--- src/rtl/mips_div_pkg.sv ---
// Shared definitions for the iterative MIPS divider: FSM encoding and
// latency/result constants used by the RTL and its bench.
package mips_div_pkg;

   localparam int DEF_DATA_WIDTH = 32;
   localparam int DEF_CNT_WIDTH  = 6;

   typedef enum logic [1:0] {
      IDLE = 2'b00,
      RUN  = 2'b01,
      FIX  = 2'b10
   } div_state_t;

   // Cycles from the Start cycle (cycle 0) to the Done cycle.
   localparam int DIV_LATENCY = DEF_DATA_WIDTH + 2;

   localparam logic [DEF_DATA_WIDTH-1:0] DIV_ZERO_QUOT = '1;

endpackage

--- src/rtl/div_sign_fix.sv ---
// Conditional two's-complement negate, used both to take operand magnitudes
// and to restore the sign of quotient and remainder.
module div_sign_fix #(
   parameter int WIDTH = 32
) (
   input  logic [WIDTH-1:0] value,
   input  logic             negate,
   output logic [WIDTH-1:0] result
);

   assign result = negate ? ({WIDTH{1'b0}} - value) : value;

endmodule

--- src/rtl/div32_iterative.sv ---
// Radix-2 restoring divider: magnitudes are divided one bit per cycle, then
// quotient and remainder are sign-corrected in a final FIX cycle.
module div32_iterative
   import mips_div_pkg::*;
#(
   parameter int DATA_WIDTH = DEF_DATA_WIDTH,
   parameter int CNT_WIDTH  = DEF_CNT_WIDTH
) (
   input  logic                  Clk,
   input  logic                  Rst,
   input  logic                  Start,
   input  logic                  Signed,
   input  logic [DATA_WIDTH-1:0] A,
   input  logic [DATA_WIDTH-1:0] B,
   output logic                  Busy,
   output logic                  Done,
   output logic [DATA_WIDTH-1:0] Quotient,
   output logic [DATA_WIDTH-1:0] Remainder,
   output logic                  DivByZero,
   output logic [1:0]            dbg_state
);

   // Handshake: Start is a request accepted only in a cycle where Busy=0
   // (IDLE, including the Done cycle); Start while Busy=1 is dropped.
   // Done is a one-cycle completion strobe; results hold until the next Done.

   localparam logic [CNT_WIDTH-1:0] LAST_ITER = CNT_WIDTH'(DATA_WIDTH - 1);

   div_state_t state;
   div_state_t state_nxt;

   logic start_ok;
   logic iter_en;
   logic fix_en;

   logic [CNT_WIDTH-1:0]  cnt;
   logic [DATA_WIDTH-1:0] rem;
   logic [DATA_WIDTH-1:0] dvd;
   logic [DATA_WIDTH-1:0] dvs;
   logic [DATA_WIDTH-1:0] a_raw;
   logic                  q_neg;
   logic                  r_neg;
   logic                  zero_div;

   logic [DATA_WIDTH-1:0] mag_a;
   logic [DATA_WIDTH-1:0] mag_b;
   logic [DATA_WIDTH-1:0] q_fixed;
   logic [DATA_WIDTH-1:0] r_fixed;

   logic [DATA_WIDTH:0]   shifted;
   logic [DATA_WIDTH:0]   diff;
   logic                  borrow;
   logic                  take;
   logic                  unused_diff_msb;

   div_sign_fix #(.WIDTH(DATA_WIDTH)) u_mag_a (
      .value  (A),
      .negate (Signed & A[DATA_WIDTH-1]),
      .result (mag_a)
   );

   div_sign_fix #(.WIDTH(DATA_WIDTH)) u_mag_b (
      .value  (B),
      .negate (Signed & B[DATA_WIDTH-1]),
      .result (mag_b)
   );

   div_sign_fix #(.WIDTH(DATA_WIDTH)) u_fix_q (
      .value  (dvd),
      .negate (q_neg),
      .result (q_fixed)
   );

   div_sign_fix #(.WIDTH(DATA_WIDTH)) u_fix_r (
      .value  (rem),
      .negate (r_neg),
      .result (r_fixed)
   );

   always_ff @(posedge Clk) begin
      if (!Rst) begin
         state <= IDLE;
      end else begin
         state <= state_nxt;
      end
   end

   always_comb begin
      state_nxt = state;
      case (state)
         IDLE:    if (Start) state_nxt = RUN;
         RUN:     if (cnt == LAST_ITER) state_nxt = FIX;
         FIX:     state_nxt = IDLE;
         default: state_nxt = IDLE;
      endcase
   end

   always_comb begin
      Busy     = 1'b0;
      start_ok = 1'b0;
      iter_en  = 1'b0;
      fix_en   = 1'b0;
      case (state)
         IDLE: start_ok = Start;
         RUN: begin
            Busy    = 1'b1;
            iter_en = 1'b1;
         end
         FIX: begin
            Busy   = 1'b1;
            fix_en = 1'b1;
         end
         default: ;
      endcase
   end

   assign dbg_state = state;

   // The trial subtract carries one extra bit so a magnitude of 2^(W-1)
   // shifted left still compares correctly against any divisor.
   always_comb begin
      shifted          = {rem, dvd[DATA_WIDTH-1]};
      {borrow, diff}   = {1'b0, shifted} - {2'b00, dvs};
      take             = ~borrow;
      unused_diff_msb  = diff[DATA_WIDTH];
   end

   always_ff @(posedge Clk) begin
      if (!Rst) begin
         cnt       <= '0;
         rem       <= '0;
         dvd       <= '0;
         dvs       <= '0;
         a_raw     <= '0;
         q_neg     <= 1'b0;
         r_neg     <= 1'b0;
         zero_div  <= 1'b0;
         Done      <= 1'b0;
         Quotient  <= '0;
         Remainder <= '0;
         DivByZero <= 1'b0;
      end else begin
         Done <= 1'b0;
         if (start_ok) begin
            cnt      <= '0;
            rem      <= '0;
            dvd      <= mag_a;
            dvs      <= mag_b;
            a_raw    <= A;
            q_neg    <= (A[DATA_WIDTH-1] ^ B[DATA_WIDTH-1]) & Signed;
            r_neg    <= A[DATA_WIDTH-1] & Signed;
            zero_div <= (B == '0);
         end
         if (iter_en) begin
            rem <= take ? diff[DATA_WIDTH-1:0] : shifted[DATA_WIDTH-1:0];
            dvd <= {dvd[DATA_WIDTH-2:0], take};
            cnt <= cnt + CNT_WIDTH'(1);
         end
         if (fix_en) begin
            // A zero divisor reports the raw dividend regardless of Signed.
            Quotient  <= zero_div ? {DATA_WIDTH{1'b1}} : q_fixed;
            Remainder <= zero_div ? a_raw : r_fixed;
            DivByZero <= zero_div;
            Done      <= 1'b1;
         end
      end
   end

endmodule

--- config.mk ---
export PLATFORM = sky130hd
export DESIGN_NAME = div32_iterative
export DESIGN_NICKNAME = d
export VERILOG_FILES = /design/src/rtl/mips_div_pkg.sv /design/src/rtl/div_sign_fix.sv /design/src/rtl/div32_iterative.sv
export SDC_FILE = /design/constraint.sdc
export NUM_CORES = 1
export LEC_CHECK = 0
export CAP_MARGIN = 15
export CORE_ASPECT_RATIO = 1.1
export CORE_MARGIN = 1
export CORE_UTILIZATION = 40
export CTS_BUF_LIST = sky130_fd_sc_hd__clkbuf_8
export DETAILED_ROUTE_END_ITERATION = 8
export GPL_TIMING_DRIVEN = 0
export HOLD_SLACK_MARGIN = 0.08
export PLACE_DENSITY = 0.57
export SLEW_MARGIN = 15
export SYNTH_ARGS = -nofsm -noshare
export SYNTH_HDL_FRONTEND = slang
export SYNTH_SLANG_ARGS = --single-unit
--- constraint.sdc ---
create_clock -name Clk -period 3.8 [get_ports Clk]
set_clock_uncertainty 0.15 [all_clocks]
set_input_delay 0.57 -clock Clk [delete_from_list [all_inputs] [get_ports Clk]]
set_output_delay 0.57 -clock Clk [all_outputs]
set_load 0.05 [all_outputs]
Word level (Yosys, flattened, before mapping) --
Cells that the tools add are included.
Word-level totals: word-level logic and storage cells 55, register bits 205, output and inout bits 69
Cells by class: bitwise gates (word level) 5, reductions and logical operators 5, equality and inequality tests 5, $add $sub $neg 6, muxes and demuxes 21
Operators with widths (number):
- 32-bit two-way mux | 11
- 1-bit by 32-bit subtractor with 32-bit output (first input constant) | 4
- 33-bit by 32-bit subtractor with 34-bit output | 1
- 32-bit logical NOT | 1
- 6-bit two-way mux | 2
- 6-bit by 1-bit adder with 6-bit output (second input constant) | 1
- 6-bit by 5-bit equality test with 1-bit output (second input constant) | 1
- 1-bit two-way mux | 5
- 2-bit two-way mux | 2
- 2-bit inequality test (second input constant) | 2
- 2-bit case mux with 2 select lines | 1
- 1-bit AND | 3
- 2-bit by 1-bit equality test with 1-bit output (second input constant) | 1
- 2-bit equality test (second input constant) | 1
- 2-bit logical NOT | 1
- 2-bit AND reduction | 1
- 2-bit nonzero test | 1
- 2-bit OR reduction | 1
- 1-bit inverter | 1
- 1-bit bitwise XOR | 1

Longest topological paths before layout --
Gate-level depths: netlist (run 1).
depth after elaboration 4, mapped depth 13, gate-level depth less buffers 12

Cells and area by module --
Synthesis (run 1) repeated with hierarchy kept, for this count alone.
Unflattened totals: cell total of the unflattened synthesis 1680, area total of the unflattened synthesis 13319.0 um^2
Modules (own cells, without submodules):
- div32_iterative | cells each 1248, area each 10251.1 um^2, seq. area each 4103.9 um^2, times used 1
- div_sign_fix | cells each 108, area each 767.0 um^2, seq. area each 0.0 um^2, times used 4

Worst setup path after synthesis (run 1) --
OpenSTA, ideal clock, no wires.
path type input to register, start in B[8], end reg dvs[24], setup slack 0.861 ns, arrival time 2.673 ns, library setup time 0.116 ns, stages on the path 8, cells stage by stage or4_1 or4_4 or4_4 nor2_1 a21oi_1 xnor2_1 nand2_1 o211a_1
On the way: word-level cells in the longest chain between the ends 2
RTL lines:
- start: declaration | RTL line div32_iterative.sv:14 | input logic [DATA_WIDTH-1:0] B,
- 1-bit by 32-bit subtractor with 32-bit output | RTL line div_sign_fix.sv:11 | assign result = negate ? ({WIDTH{1'b0}} - value) : value;
- 32-bit two-way mux | RTL line div_sign_fix.sv:11
- end signal: assignment | RTL line div32_iterative.sv:148 | dvs <= mag_b;
- end: declaration | RTL line div32_iterative.sv:39 | logic [DATA_WIDTH-1:0] dvs;
Every way passes these cells. A chain may end at the register's enable or synchronous reset.

Worst setup path in the final report (run 1) --
start reg rem[5], end reg rem[27]
On the way: word-level cells in the longest chain between the ends 3
RTL lines:
- start: declaration | RTL line div32_iterative.sv:37 | logic [DATA_WIDTH-1:0] rem;
- start signal: assignment | RTL line div32_iterative.sv:155 | rem <= take ? diff[DATA_WIDTH-1:0] : shifted[DATA_WIDTH-1:0];
- 33-bit by 32-bit subtractor with 34-bit output | RTL line div32_iterative.sv:123 | {borrow, diff} = {1'b0, shifted} - {2'b00, dvs};
- 32-bit two-way mux | RTL line div32_iterative.sv:155
- 32-bit two-way mux | RTL line div32_iterative.sv:154 | if (iter_en) begin
Every way passes these cells.

==> Implementation_results.wiki, run 1 <==
{| class="wikitable"
! Metric !! Value
|-
| Area share of the largest cell type after synthesis || approximately 33%
|-
| Hold path startpoint || a_raw[0]
|-
| Master cell of the clock root buffer || clkbuf_8
|-
| Initial antenna violation count || 0
|-
| Total grt overflow || 0
|-
| Ys Warns || 0
|-
| Family with the most delay on the worst path || compound AO/OA/AOI/OAI gates
|-
| Unrepaired setup endpoints after global routing || false
|-
| Detail-routed via count per cell || between 5 and 6
|-
| Result of the run || finished, final reports clean
|-
| Number of buffers inserted by hold repair at cts || 0
|-
| Worst max-slew margin expressed relative to the limit || between 20% and 30%
|-
| Share of the yosys chip area belonging to registers || between 30 and 40%
|-
| Worst vdd rail ir drop || 187 uV
|-
| Net Count, Synth || about 1,700
|-
| Clk buf depth || 3
|-
| Leakage power total || 6.14 nW
|-
| Gr usage total || approximately 25%
|-
| Syn avg cell area || around 8.0 um^2
|-
| Start point of the critical path || rem[5]
|-
| Final sum of negative setup slack || 0 ns
|-
| Startpoint type of the worst setup path || flip-flop
|-
| Critical path required time || 4.06 ns
|-
| Slowest stage cell on the critical path || a2111oi_0
|-
| Number of synthesized flops with an enable pin || 0
|-
| Count of maximum capacitance violations || 0
|-
| Ranking of synthesized cells by area || dfxtp_1 33%, o21ai_0 6.3%, nand2_1 6.3%
|-
| Post-synth top area cell || dfxtp_1
|-
| Starting utilization of the core area || about two fifths
|-
| DRC violation total after the first TritonRoute iteration || between 600 and 700
|-
| H-tree Lvls || 2
|-
| #FFs+latches synth || 205
|-
| Post-placement cell count || 2,135
|-
| Clock tree from TritonCTS || done
|-
| Post-Layout Cell Count || ~2,200
|-
| Share of layout cells above drive strength 1 || 4.92%
|-
| Clk Latency, worst-skew pair || between 0.5 and 0.6 ns
|-
| Critical path buffer and inverter count || 2
|-
| Die boundary height || 188 um
|-
| Area of the die || 0.0322 mm^2
|-
| Number of detailed-routing iterations run before antenna repair || 5
|-
| Standard cell area after detailed placement || approximately 0.014 mm^2
|-
| DRT antenna net count || 0
|-
| Worst r2r src || rem[5]
|-
| Area of the placeable core || around 0.031 mm^2
|-
| Clk slew on worst S/H paths || ~0.060 ns
|-
| Post-Syn Area || about 0.013 mm^2
|-
| Die Wd || 171 um
|-
| Worst endpoint data arrival time || a little under 4 ns
|-
| Most common flop cell mapped by yosys || dfxtp_1
|-
| Number of global-route vias before repair || roughly 12,000
|-
| Critical path, cell by cell || ha_1 > a21oi_1 > a211oi_1 > o21ai_1 > a2111oi_0 > o21ai_1 > a21o_1 > buf_2 > buf_2 > a32oi_1 > o21ai_0
|-
| ANT cells || 0
|-
| Post-CTS Setup Bufs || 0
|-
| CP peak stage delay || just under 0.8 ns
|-
| Pin count of the biggest net entering global routing || 11
|-
| Number of nets in the final layout || 1,872
|-
| Synthesized netlist cell count || roughly 1,600
|-
| Post-route design area || roughly 0.015 mm^2
|-
| Fmax || between 200 and 300 MHz
|-
| Signed area change from the synthesized netlist to the final layout || 21.1%
|-
| Highest fanout seen on the critical path || 10
|-
| Worst-margin pin slew || 1.13 ns
|-
| Total chip power || 9.01 mW
|-
| # clock sinks || 205
|-
| Hold Path Class || flip-flop to flip-flop
|-
| Top-level I/O count || roughly 140
|-
| Routability congestion estimate || 0.896
|-
| Final Setup Violations || 0
|-
| Total of buffers placed on input and output ports || approximately 140
|-
| Number of cell rows || 67
|-
| Final count of pins violating max slew || 0
|-
| Count of cell types in the netlist || between 60 and 70
|-
| Placed wire-length estimate after detailed placement || a little over 30,000 um
|-
| Fin crit share || a little over nine tenths
|-
| Global-route wire length before repair || between 60,000 and 70,000 um
|-
| Total CTS buffers || 39
|-
| Hold violation total from the final report || 0
|-
| Routed len/inst || 17.8 um
|-
| Vias post-DR || around 12,000
|-
| Category of the critical setup timing path || flip-flop to flip-flop
|-
| Total Wirelength || 39,300 um
|-
| Endpoint class of the critical path || flip-flop
|-
| Final-layout worst hold slack || roughly 0.32 ns
|-
| P per Cell Area || 590 mW/mm^2
|-
| Min cycle time layout || ~3.7 ns
|-
| Remaining DRCs || 0
|-
| Share of flip-flops with an asynchronous set or reset after synthesis || 0%
|}
## final timing paths
path,to,slack (ns),depth (start not counted)
worst min-delay path,a_raw[0],0.32,2
worst max-delay path,rem[27],0.14,11
worst min register to register,a_raw[0],0.32,2
worst max register to register,rem[27],0.14,11
## registers in the layout, summed over array words and instances (netlist names)
name / count
Done: 1
rem: 32
zero_div: 1
dvd: 32
a_raw: 32
cnt: 6
r_neg: 1
Remainder: 32
DivByZero: 1
dbg_state: 2
dvs: 32
q_neg: 1
Quotient: 32
## cell type report
type,instances,area [um^2]
inverters,66,248
multi-input cells,1217,7840
plain buffers,97,422
flip-flops and latches,205,4100
clock inverters,21,116
clock buffers,48,661
well taps,414,518
fillers,3143,15500
repair buffers,136,1360
## tightest hold or removal path, cell delays in order (launching register included)
cell and delay (ns):
dfxtp_1 0.31, nand2_1 0.05, a21boi_0 0.06
## Yosys cell counts (all sizes together), types with 5 or more instances
master,number
nand2,210
dfxtp,205
o21ai,162
a21oi,125
nor2,82
clkbuf,77
xor2,74
inv,66
xnor2,64
nor2b,58
mux2i,51
a21boi,42
ha,41
o211a,35
o31ai,30
nand3,22
a211oi,21
buf,19
nor3,19
or3,19
or4,16
nand3b,15
and2,14
a31oi,13
a21o,12
o41ai,11
and3,8
nor4,8
a32oi,6
nand4,6
o21a,6
a311oi,5
nand2b,5
o31a,5
or2,5
## kinds of logic (layout without fill, tap and decap cells)
family / Yosys count / count (layout) / synth area share (%)
simple gates: 493 / 493 / 19.3
compound gates: 492 / 492 / 24.9
flops: 205 / 205 / 32.6
buf+inv: 163 / 368 / 5.31
xor+xnor: 138 / 138 / 9.59
mux: 52 / 52 / 4.14
fa+ha+maj: 42 / 42 / 4.23
## repair_timing
item,in CTS,in global routing
gates resized for setup,0,2
hold endpoints to repair,0,0
endpoints found under the setup margin,0,21
## through the flow
step	worst slack [ns]	util [%]
2_1_floorplan	0.861	-
5_1_grt	0.00566	49.6
3_3_place_gp	-0.0663	47.1
3_5_place_dp	-0.0885	47.1
6_report	0.141	49.6
4_1_cts	0.197	49.6
## routing by layer
metal | GRT usage, % | part of all wire (%) | vias up
met5 | 0 | 0 | -
met3 | 3.13 | 3.7 | 69
met4 | 7.18 | 2.5 | 0
li1 | - | - | 5939
met1 | 28.8 | 42 | 5406
met2 | 46.0 | 51 | 261
## placed cells by master, fill, tap and decap left out, types with 6 or more instances in the layout
cell / instances
nor3_1: 17
a21oi_1: 125
inv_1: 82
and2_1: 12
ha_1: 41
nand3_1: 21
xor2_1: 74
nand3b_1: 15
or3_1: 18
a21o_1: 12
nor2_1: 82
or4_1: 11
a31oi_1: 13
nand4_1: 6
and3_1: 8
clkbuf_1: 74
a211oi_1: 21
buf_1: 13
o41ai_1: 9
clkbuf_8: 51
o21a_1: 6
mux2i_1: 51
clkdlybuf4s50_1: 136
o211a_1: 35
o21ai_0: 159
dfxtp_1: 205
a21boi_0: 42
nand2_1: 210
nor2b_1: 58
o31ai_1: 29
a32oi_1: 6
xnor2_1: 64
## power by group
group          total (mW)  internal [mW]  switching, mW
Combinational        3.91           1.45           2.47
Sequential           2.93           2.56          0.366
Clock                2.17           1.21          0.963
Total                9.01           5.22           3.79
Note: power is estimated with default switching activity, not from simulation.
==> run 2: changes to the inputs <==
--- a/config.mk
+++ b/config.mk
@@ -18,3 +18,4 @@
 export SYNTH_ARGS = -nofsm -noshare
 export SYNTH_HDL_FRONTEND = slang
 export SYNTH_SLANG_ARGS = --single-unit
+export TNS_END_PERCENT = 30
==> results of run 2 <==
Same layout as run 1: the final DEF is identical, and so are final timing and power.
